<file path="config.mk">
export PLATFORM = sky130hd
export DESIGN_NAME = mem_port_arbiter
export DESIGN_NICKNAME = d
export VERILOG_FILES = /design/src/rtl/rv32_pkg.sv /design/src/rtl/mem_port_arbiter.sv
export SDC_FILE = /design/constraint.sdc
export NUM_CORES = 1
export LEC_CHECK = 0
export CAP_MARGIN = 20
export CORE_AREA = 2 2 148 106
export CTS_BUF_LIST = sky130_fd_sc_hd__clkbuf_4 sky130_fd_sc_hd__clkbuf_8
export CTS_CLUSTER_SIZE = 8
export DETAILED_ROUTE_END_ITERATION = 10
export DIE_AREA = 0 0 150 108
export PLACE_DENSITY_LB_ADDON = 0.25
export SYNTH_ARGS = -nofsm -noshare
export SYNTH_HDL_FRONTEND = slang
export SYNTH_SLANG_ARGS = --single-unit
</file>
<file path="constraint.sdc">
create_clock -name clk -period 8 [get_ports clk]
set_clock_uncertainty 0.15 [all_clocks]
set_input_delay 1.2 -clock clk [delete_from_list [all_inputs] [get_ports clk]]
set_output_delay 1.2 -clock clk [all_outputs]
set_load 0.01 [all_outputs]
</file>
<file path="src/rtl/rv32_pkg.sv">
// Shared RV32I pipeline definitions: datapath width and the memory
// port arbiter state encoding.
package rv32_pkg;

  localparam int XLEN   = 32;
  localparam int STRB_W = XLEN / 8;

  typedef enum logic [1:0] {
    IDLE  = 2'd0,
    FETCH = 2'd1,
    DATA  = 2'd2
  } arb_state_t;

endpackage : rv32_pkg

</file>
<file path="src/rtl/mem_port_arbiter.sv">
// Arbiter for the single-ported unified instruction/data memory.
// The IF stage (fetch) and the MEM stage (load/store) each raise a level
// request and hold it until a one-cycle ack. Data wins simultaneous
// requests. The requester being acked this cycle is masked from arbitration,
// so two continuously pending requesters alternate. A watchdog aborts any
// access whose memory never signals ready, and acks it with bus_err.
module mem_port_arbiter #(
  parameter int XLEN    = rv32_pkg::XLEN,
  parameter int TIMEOUT = 16
) (
  input  logic              clk,
  input  logic              rst,
  // fetch port
  input  logic              if_req,
  input  logic [XLEN-1:0]   if_addr,
  output logic [XLEN-1:0]   if_rdata,
  output logic              if_ack,
  // data port
  input  logic              dm_req,
  input  logic              dm_we,
  input  logic [XLEN-1:0]   dm_addr,
  input  logic [XLEN-1:0]   dm_wdata,
  input  logic [XLEN/8-1:0] dm_wstrb,
  output logic [XLEN-1:0]   dm_rdata,
  output logic              dm_ack,
  // memory command, registered
  output logic              mem_req,
  output logic              mem_we,
  output logic [XLEN-1:0]   mem_addr,
  output logic [XLEN-1:0]   mem_wdata,
  output logic [XLEN/8-1:0] mem_wstrb,
  input  logic [XLEN-1:0]   mem_rdata,
  input  logic              mem_ready,
  // pipeline hazard interface
  output logic              stall_if,
  output logic              stall_mem,
  output logic              bus_err
);

  // A TIMEOUT of 0 still needs a one-bit counter so the declarations stay
  // legal; the enable flag keeps it from ever aborting.
  localparam bit              WDOG_EN = (TIMEOUT > 0);
  localparam int              CNT_W   = (TIMEOUT > 0) ? $clog2(TIMEOUT + 1) : 1;
  localparam logic [CNT_W-1:0] CNT_MAX = CNT_W'(TIMEOUT);

  rv32_pkg::arb_state_t state, state_next;
  logic [CNT_W-1:0]     wd_cnt;

  logic grant_dm;
  logic grant_if;
  logic done;
  logic abort;

  // Stalls follow the requester until its ack shows up, then drop in that
  // same cycle so the pipeline register captures the returned data.
  assign stall_if  = if_req & ~if_ack;
  assign stall_mem = dm_req & ~dm_ack;

  // State register.
  always_ff @(posedge clk or posedge rst) begin
    if (rst) begin
      state <= rv32_pkg::IDLE;
    end else begin
      // NOTE: every clocked register uses <= so all flops sample the values
      // from before the edge; a blocking = here would let later statements
      // see the new value and build an unintended combinational chain.
      state <= state_next;
    end
  end

  // Arbitration, completion/abort detection and next-state selection.
  always_comb begin
    // NOTE: every output of this block gets a default first; any path that
    // left one unassigned would infer a latch.
    state_next = state;
    grant_dm   = 1'b0;
    grant_if   = 1'b0;
    done       = 1'b0;
    abort      = 1'b0;

    case (state)
      rv32_pkg::IDLE: begin
        // The requester acked this cycle is still holding its request, so it
        // is masked out; that mask is what produces alternation.
        grant_dm = dm_req & ~dm_ack;
        grant_if = if_req & ~if_ack & ~grant_dm;
        if (grant_dm) begin
          state_next = rv32_pkg::DATA;
        end else if (grant_if) begin
          state_next = rv32_pkg::FETCH;
        end
      end
      rv32_pkg::FETCH, rv32_pkg::DATA: begin
        // Ready in the same cycle the watchdog expires is a normal completion.
        done  = mem_ready;
        abort = ~mem_ready & WDOG_EN & (wd_cnt == CNT_MAX);
        if (done || abort) begin
          state_next = rv32_pkg::IDLE;
        end
      end
      default: begin
        state_next = rv32_pkg::IDLE;
      end
    endcase
  end

  // Memory command, returned data, acks and watchdog counter.
  always_ff @(posedge clk or posedge rst) begin
    if (rst) begin
      // NOTE: the rdata holding registers are reset along with the control
      // flops; they are only two words, and a defined value after reset keeps
      // downstream logic from ever sampling X.
      mem_req   <= 1'b0;
      mem_we    <= 1'b0;
      mem_addr  <= '0;
      mem_wdata <= '0;
      mem_wstrb <= '0;
      if_rdata  <= '0;
      dm_rdata  <= '0;
      if_ack    <= 1'b0;
      dm_ack    <= 1'b0;
      bus_err   <= 1'b0;
      wd_cnt    <= '0;
    end else begin
      if_ack  <= 1'b0;
      dm_ack  <= 1'b0;
      bus_err <= 1'b0;

      if (grant_dm) begin
        mem_req   <= 1'b1;
        mem_we    <= dm_we;
        mem_addr  <= dm_addr;
        mem_wdata <= dm_wdata;
        mem_wstrb <= dm_wstrb;
        wd_cnt    <= '0;
      end else if (grant_if) begin
        mem_req   <= 1'b1;
        mem_we    <= 1'b0;
        mem_addr  <= if_addr;
        mem_wdata <= '0;
        mem_wstrb <= '0;
        wd_cnt    <= '0;
      end else if (done) begin
        // Stores also refresh dm_rdata; its content is meaningless then.
        mem_req <= 1'b0;
        if (state == rv32_pkg::FETCH) begin
          if_rdata <= mem_rdata;
          if_ack   <= 1'b1;
        end else begin
          dm_rdata <= mem_rdata;
          dm_ack   <= 1'b1;
        end
      end else if (abort) begin
        mem_req <= 1'b0;
        bus_err <= 1'b1;
        if (state == rv32_pkg::FETCH) begin
          if_rdata <= '0;
          if_ack   <= 1'b1;
        end else begin
          dm_rdata <= '0;
          dm_ack   <= 1'b1;
        end
      end else if (state != rv32_pkg::IDLE) begin
        wd_cnt <= wd_cnt + CNT_W'(1);
      end
    end
  end

endmodule : mem_port_arbiter

</file>
==> results of run 1 <==
==> layout by cell type, fill, tap and decap left out, types with 2 or more instances in the layout <==
| cell type | n |
|---|---|
| o22ai_1 | 32 |
| clkinv_2 | 2 |
| inv_6 | 4 |
| clkbuf_8 | 18 |
| clkinvlp_4 | 3 |
| nand2_1 | 42 |
| mux2_2 | 35 |
| and3_1 | 33 |
| nand3_1 | 2 |
| dfrtp_1 | 144 |
| nand2b_1 | 2 |
| buf_4 | 6 |
| mux2_1 | 29 |
| ha_1 | 4 |
| clkdlybuf4s50_1 | 276 |
| clkinv_4 | 5 |
| mux2i_1 | 2 |
| a21oi_1 | 3 |
| o21ai_0 | 35 |
| inv_1 | 7 |
| a22o_1 | 37 |
==> worst paths after layout <==
check	end	cells after the start
max	if_rdata[25]	8
min	mem_addr[10]	2
max reg2reg	if_rdata[25]	7
min reg2reg	mem_addr[10]	2
max in group asynchronous	wd_cnt[1]	3
min in group asynchronous	mem_wdata[4]	2
==> report_power, final <==
| group | internal [mW] | total (mW) | switching, mW |
|---|---|---|---|
| clock | 0.258 | 0.545 | 0.287 |
| sequential | 0.992 | 1.14 | 0.145 |
| combinational | 0.767 | 1.42 | 0.656 |
| total | 2.02 | 3.11 | 1.09 |
==> kinds of logic after synthesis <==
| kind of cell | count (synthesis) | share of synthesized area [%] |
|---|---|---|
| AOI/OAI and AO/OA | 112 | 13.03 |
| DFF | 144 | 62.04 |
| buffers and inverters | 45 | 3.210 |
| muxes | 66 | 12.75 |
| adders and majority gates | 4 | 0.8617 |
| and+or+nand+nor | 88 | 7.949 |
| xor gates and xnor gates | 1 | 0.1508 |
==> cells in the mapped netlist (all sizes together), types with 2 or more instances <==
master	count
o22ai	32
mux2i	2
nand2	42
nand3	3
inv	9
clkbuf	24
a22o	37
nor2	2
and3	33
nand2b	2
mux2	64
dfrtp	144
ha	4
a21oi	3
buf	12
o21ai	37
==> routing by layer <==
metal	vias to the layer above	global-route usage (%)	part of all wire (%)	wire length, um
met4	0	7.412	1.9	300
met1	2242	25.41	44	6985
met5	-	0	0	0
met3	24	5.359	6.1	972
li1	2203	-	-	-
met2	154	33.17	48	7633
==> area by class of cell <==
| type | count | area share, % |
|---|---|---|
| clock buffer | 18 | 2.713 |
| clock inverter | 14 | 1.452 |
| inverter | 9 | 0.4247 |
| multi-input combinational | 271 | 22.24 |
| sequential | 144 | 39.46 |
| tap | 195 | 2.672 |
| timing repair buffer | 283 | 31.05 |
==> sequential cells by signal, summed over array words and instances, names as in the netlist <==
name,cells
wd_cnt,5
mem_req,1
if_rdata,32
mem_wstrb,4
mem_addr,32
if_ack,1
state,2
dm_ack,1
dm_rdata,32
mem_we,1
mem_wdata,32
bus_err,1
==> critical path: stages <==
cell and delay [ps]:
clkdlybuf4s50_1 400, nand2b_1 100, buf_4 380, inv_2 100
o21ai_4 140, buf_4 740, nand3_2 870, mux2_2 570
==> impl_metrics.py, run 1 <==
metrics = {
    "outcome": {
        "status": "complete, no violations",
    },
    "synthesis": {
        "avgSynthCellArea_um2": 12.63,
        "syn_inst": 460,
        "yosysSeqAreaShare_pct": 62.04,
        "synth_warnings": 0,
        "yosys.area.top_type": "dfrtp_1",
        "syn_area_um2": 5808,
        "synth-main-ff-cell": "dfrtp_1",
        "synth_seq_cells": 144,
        "synthesis.nets": 602,
        "synthArstFlopShare_pct": 100.0,
        "synthTopCellsByArea": "dfrtp_1 62%, mux2_2 6.8%, mux2_1 5.6%, a22o_1 5.6%, and3_1 3.6%",
        "yosysUniqueCellTypes": 32,
        "synth_edf_count": 0,
        "yosysTopAreaCellShare_pct": 62.04,
    },
    "layout": {
        "drive_gt1_share_pct": 11.10,
        "multi_input_comb_area_um2": 2031,
        "antenna_cells": 0,
        "fillCellCount": 1188,
        "final_nets": 868,
        "final_cell_area_um2": 9133,
        "area.sequential_um2": 3603,
        "fin_util_pct": 62.43,
        "area.growth.synth_to_final_pct": 57.24,
        "final_cells": 934,
    },
    "global_routing": {
        "grt_usage_pct": 20.02,
        "antenna_found_initial": 0,
        "grt.overflow.total": 0,
        "grt_max_degree": 110,
        "first_global_vias": 4925,
        "grt_pass1_wl_mm": 25.16,
    },
    "sta": {
        "rsz0062_at_grt": "false",
        "final.min_clock_period_ps": 4357,
        "tns_ps": 0,
        "tightest_slew_ps": 970.8,
        "holdWs_ps": 329.9,
        "maxSlewHeadroom_pct": 35.28,
        "slew_violations": 0,
        "period_share_pct": 54.46,
        "max_freq_mhz": 229.5,
        "fin_ws_ps": 3643,
        "hold_viol": 0,
        "setup_violations": 0,
    },
    "drt": {
        "vias": 4623,
        "drc_errors": 0,
        "dr.pass1.iters": 6,
        "viasPerCell": 4.950,
        "drt_wl_total_mm": 15.89,
        "wl_per_cell_um": 17.01,
        "drt_iter0_markers": 234,
        "final_antenna_net_count": 0,
    },
    "min_path": {
        "min_from": "mem_addr[10]",
        "hold_class": "flop to flop",
    },
    "clock_tree": {
        "clock_path_buffers": 2,
        "htree_levels": 4,
        "cts_hold_buf": 0,
        "cts_resized": 0,
        "cts_tree": "yes",
        "path_clk_slew_ps": 80,
        "clkSinkCount": 144,
        "clock_latency_ps": 430,
        "cts_setup_buffers": 0,
        "numCtsBuffers": 17,
        "root_buffer": "clkbuf_8",
    },
    "worst_setup_path": {
        "regToRegSetupSlack_ps": 4440,
        "arrival_ps": 4520,
        "cp_data_required_time_ps": 8160,
        "crit_path_start": "dm_req",
        "cp-start-kind": "primary input",
        "endpoint_kind": "flop",
        "cp_max_fo": 109,
        "rr_startpoint": "dm_ack",
        "criticalPathCategory": "primary input to flop",
    },
    "power_and_ir_drop": {
        "vdd_drop_max_mv": 0.1830,
        "power_density_nw_per_um2": 340.1,
        "p_total_mw": 3.106,
        "power.leakage_nw": 4.151,
    },
    "floorplanning": {
        "start_util_pct": 39.70,
        "die_w_um": 150,
        "num_rows": 37,
        "die-area_um2": 16200,
        "die_y_um": 108,
        "io_pins": 277,
        "fp.coreArea_um2": 14630,
    },
    "placed_design": {
        "post-place-cells": 901,
        "place_ws_ps": 3142,
        "gp_congestion": 0.7876,
        "dp_hpwl_mm": 11.01,
        "port-buffer-count": 276,
        "dpl_cell_area_um2": 8725,
    },
    "job": {
        "cap_violations": 0,
    },
}
No activity file was read; power rests on OpenSTA's default activity.
==> inputs of run 2 (changes only) <==
- CORE_AREA: 2 2 148 106 -> 2 2 151 109
- DIE_AREA: 0 0 150 108 -> 0 0 153 111
- clock period: 8 -> 3.7 ns (I/O delays scaled with it)
==> impl_metrics.py, run 2 (synthesis results as in run 1) <==
metrics = {
    "clock_tree": {
        "numCtsBuffers": 17,
        "cts_tree": "yes",
        "cts_setup_buffers": 0,
        "cts_hold_buf": 0,
        "clkSinkCount": 144,
        "clock_latency_ps": 430,
        "htree_levels": 4,
        "clock_path_buffers": 2,
        "cts_resized": 0,
        "root_buffer": "clkbuf_8",
        "path_clk_slew_ps": 80,
    },
    "drt": {
        "drt_wl_total_mm": 16.22,
        "drt_iter0_markers": 217,
        "dr.pass1.iters": 4,
        "viasPerCell": 4.960,
        "drc_errors": 0,
        "wl_per_cell_um": 17.16,
        "vias": 4687,
        "final_antenna_net_count": 0,
    },
    "min_path": {
        "hold_depth": 2,
        "min_from": "mem_req",
        "worst_hold_path.endpoint": "mem_req",
        "hold_class": "flop to flop",
    },
    "layout": {
        "antenna_cells": 0,
        "layout_common_cells": "276 x clkdlybuf4s50_1, 144 x dfrtp_1, 42 x nand2_1, 37 x a22o_1",
        "area.growth.synth_to_final_pct": 58.29,
        "fin_util_pct": 58.33,
        "final_cells": 945,
        "final_cell_area_um2": 9194,
        "final_nets": 870,
        "drive_gt1_share_pct": 11.22,
        "final_common_cell": "clkdlybuf4s50_1",
    },
    "sta": {
        "tns_ps": 0,
        "setup_violations": 0,
        "holdWs_ps": 327.5,
        "hold_viol": 0,
        "slew_violations": 0,
        "maxSlewHeadroom_pct": 36.07,
        "period_share_pct": 76.44,
        "tightest_slew_ps": 959.0,
        "final.min_clock_period_ps": 2828,
        "rsz0062_at_grt": "false",
        "max_freq_mhz": 353.6,
        "fin_ws_ps": 871.9,
    },
    "power_and_ir_drop": {
        "power_frac_comb_pct": 44.9,
        "p_total_mw": 6.802,
        "p_int_mw": 4.456,
        "vdd_drop_max_mv": 0.4149,
        "p_seq_share_pct": 36.1,
        "power.leakage_nw": 4.172,
        "pwr-share-clk_pct": 19.1,
        "power_density_nw_per_um2": 739.9,
        "power.switching_mw": 2.346,
        "switching_share_pct": 34.49,
    },
    "placed_design": {
        "place_ws_ps": 728.3,
        "dp_hpwl_mm": 11.48,
        "dpl_cell_area_um2": 8783,
        "gp_congestion": 0.7955,
        "port-buffer-count": 276,
        "post-place-cells": 914,
    },
    "global_routing": {
        "grt_usage_pct": 19.43,
        "grt.busiest_layer": "met2",
        "met3_usage_pct": 5.434,
        "grt_use_met2_pct": 32.02,
        "antenna_found_initial": 0,
        "grt_max_degree": 108,
        "grt.overflow.total": 0,
        "met1_usage_pct": 25.15,
        "grt_pass1_wl_mm": 26.30,
        "first_global_vias": 4952,
    },
    "worst_setup_path": {
        "endpoint_kind": "flop",
        "cp_data_required_time_ps": 3870,
        "arrival_ps": 3000,
        "cp_max_fo": 37,
        "criticalPathCategory": "flop to flop",
        "crit_path_start": "state[0]",
        "r2r_end": "if_rdata[18]",
        "rr_startpoint": "state[0]",
        "rr_worst_depth": 6,
        "regToRegSetupSlack_ps": 870,
        "cp-start-kind": "flop",
    },
    "floorplanning": {
        "die_w_um": 153,
        "io_pins": 277,
        "die-area_um2": 16980,
        "num_rows": 39,
        "die_y_um": 111,
        "fp.coreArea_um2": 15760,
        "start_util_pct": 36.85,
    },
    "job": {
        "cap_violations": 0,
    },
    "outcome": {
        "status": "complete, no violations",
    },
}
[run 2: changes by cell type in the layout (fill, tap and decap cells not counted), sizes merged]
cell	previous run	this run
buf	7	9
inv	12	10
clkbuf	18	19
clkinv	7	4
clkinvlp	3	4
bufinv	1	3
[run 2: worst max-delay path by stage]
stage	endpoint	slack [ps]	depth (start not counted)
5_1_grt	if_rdata[18]	690	6
3_5_place_dp	if_rdata[20]	730	6
6_report	if_rdata[18]	870	6
4_1_cts	if_rdata[20]	860	6
2_1_floorplan	bus_err	1190	1
3_3_place_gp	if_rdata[27]	830	6
[run 2: area by class of cell]
class	instances	area, um2
fillers	1308	6568
flip-flops and latches	144	3603
repair buffers	285	2855
multi-input cells	271	2031
well taps	205	256.5
clock buffers	19	249.0
clock inverters	12	161.4
inverters	9	37.54
[run 2: routing by layer]
layer	share of wire, %	routed length, um
met5	0	0
met4	1.4	219
met3	6.0	967
met2	48	7822
met1	44	7207
[run 2: power by group through the flow]
stage / registers (mW) / logic (mW) / clock network (mW)
after global placement: 2.45 / 3.01 / 0
after CTS: 2.46 / 3.09 / 1.33
after floorplan: 2.70 / 1.24 / 0
after global routing: 2.53 / 3.30 / 1.41
after detailed placement: 2.48 / 3.09 / 0
final: 2.46 / 3.05 / 1.30
[run 2: worst max-delay path: stages, from the launching register on]
cell	delay, ps
dfrtp_1	380
inv_1	60
ha_1	270
buf_4	330
o21a_1	220
nand3_2	720
mux2_2	570
==> inputs of run 3 (changes only) <==
- clock period: 3.7 -> 2.4 ns (I/O delays scaled with it)
==> impl_metrics.py, run 3 (synthesis results as in run 1) <==
metrics = {
    "layout": {
        "final_nets": 879,
        "drive_gt1_share_pct": 12.28,
        "area.growth.synth_to_final_pct": 60.49,
        "final_cell_area_um2": 9321,
        "final_cells": 954,
        "final_common_cell": "clkdlybuf4s50_1",
        "fillCellCount": 1295,
        "layout_common_cells": "276 x clkdlybuf4s50_1, 144 x dfrtp_1, 42 x nand2_1, 37 x a22o_1",
        "antenna_cells": 0,
    },
    "placed_design": {
        "port-buffer-count": 276,
        "dp_hpwl_mm": 11.49,
        "gp_congestion": 0.7819,
        "post-place-cells": 923,
        "dpl_cell_area_um2": 8914,
    },
    "drt": {
        "viasPerCell": 4.911,
        "drc_errors": 0,
        "wl_per_cell_um": 16.70,
        "drt_iter0_markers": 196,
        "drt_wl_total_mm": 15.93,
        "final_antenna_net_count": 0,
        "dr.pass1.iters": 4,
        "vias": 4685,
    },
    "worst_setup_path": {
        "cp-start-kind": "flop",
        "endpoint_kind": "output port",
        "crit_path_start": "if_ack",
        "cp_data_required_time_ps": 1890,
        "criticalPathCategory": "flop to output port",
        "rr_startpoint": "wd_cnt[0]",
        "arrival_ps": 1740,
        "cp_max_fo": 3,
    },
    "clock_tree": {
        "clock_path_buffers": 2,
        "clock_latency_ps": 430,
        "cts_setup_buffers": 0,
        "cts_hold_buf": 0,
        "root_buffer": "clkbuf_8",
        "path_clk_slew_ps": 80,
        "numCtsBuffers": 17,
        "cts_tree": "yes",
        "cts_resized": 0,
        "htree_levels": 4,
        "clkSinkCount": 144,
    },
    "sta": {
        "final.min_clock_period_ps": 2249,
        "max_freq_mhz": 444.7,
        "hold_viol": 0,
        "setup_violations": 0,
        "tns_ps": 0,
        "tightest_slew_ps": 447.3,
        "slew_violations": 0,
        "maxSlewHeadroom_pct": 70.12,
        "period_share_pct": 93.69,
        "rsz0062_at_grt": "false",
    },
    "global_routing": {
        "grt_max_degree": 108,
        "grt.overflow.total": 0,
        "first_global_vias": 4935,
        "grt_usage_pct": 19.14,
        "grt_pass1_wl_mm": 26.00,
        "antenna_found_initial": 0,
    },
    "outcome": {
        "status": "complete, no violations",
    },
    "power_and_ir_drop": {
        "power.switching_mw": 3.619,
        "p_seq_share_pct": 35.6,
        "power_density_nw_per_um2": 1141,
        "switching_share_pct": 34.02,
        "p_int_mw": 7.020,
        "power.leakage_nw": 4.241,
        "power_frac_comb_pct": 45.9,
        "pwr-share-clk_pct": 18.6,
        "vdd_drop_max_mv": 0.5601,
    },
    "floorplanning": {
        "fp.coreArea_um2": 15760,
        "num_rows": 39,
        "start_util_pct": 36.85,
        "die_y_um": 111,
        "die_w_um": 153,
        "die-area_um2": 16980,
        "io_pins": 277,
    },
    "job": {
        "cap_violations": 0,
    },
    "min_path": {
        "hold_class": "primary input to asynchronous set/reset pin",
    },
}
-- run 3: cell types whose count changed in the layout (fill, tap and decap cells not counted), sizes merged --
| cell | previous run | this run |
|---|---|---|
| buf | 9 | 18 |
| clkinvlp | 4 | 3 |
| inv | 10 | 11 |
-- run 3: power groups by stage --
stage          logic, mW  clock network (mW)  registers (mW)
2_1_floorplan       1.91                   0            4.16
3_3_place_gp        4.80                   0            3.79
3_5_place_dp        4.93                   0            3.83
4_1_cts             4.94                2.02            3.80
5_1_grt             5.26                2.15            3.90
6_report            4.88                1.97            3.79
-- run 3: layout make-up --
| type | instances | area [um2] | area share [%] |
|---|---|---|---|
| flip-flops and latches | 144 | 3603 | 38.66 |
| repair buffers | 294 | 2985 | 32.03 |
| multi-input cells | 271 | 2031 | 21.79 |
| well taps | 205 | 256.5 | 2.752 |
| clock buffers | 19 | 249.0 | 2.671 |
| clock inverters | 12 | 158.9 | 1.705 |
| inverters | 9 | 37.54 | 0.4027 |
-- run 3: through the flow --
step           power (mW)  util, %  worst slack (ps)  hold slack (ps)
2_1_floorplan       6.070        -             84.96            313.5
3_3_place_gp        8.592    56.55             139.2            313.4
3_5_place_dp        8.752    56.55             102.1            319.3
4_1_cts             10.76    59.14             105.4            122.3
5_1_grt             11.31    59.14             64.88            165.1
6_report            10.64    59.14             151.4            138.1
-- run 3: path summary, 6_finish.rpt --
| kind | endpoint | slack, ps | cells past startpoint |
|---|---|---|---|
| setup reg to reg | dm_rdata[12] | 230 | 7 |
| hold / removal | mem_wdata[3] | 140 | 2 |
| min in group clk | mem_addr[29] | 330 | 2 |
| hold reg to reg | mem_addr[29] | 330 | 2 |
| setup / recovery | stall_if | 150 | 3 |
| max in group asynchronous | mem_addr[6] | 1360 | 3 |
-- run 3: worst max-delay path, stage by stage (launching register included) --
cell             delay [ps]
dfrtp_1                 390
nand2b_1                180
inv_1                   150
clkdlybuf4s50_1         590
-- run 3: layer usage --
metal | global-route usage [%] | routed length [um] | up-vias | share of wire (%)
met4 | 5.802 | 243 | 0 | 1.5
met2 | 30.61 | 7597 | 153 | 48
li1 | - | - | 2221 | -
met3 | 5.786 | 992 | 21 | 6.2
met5 | 0 | 0 | - | 0
met1 | 25.26 | 7100 | 2290 | 45
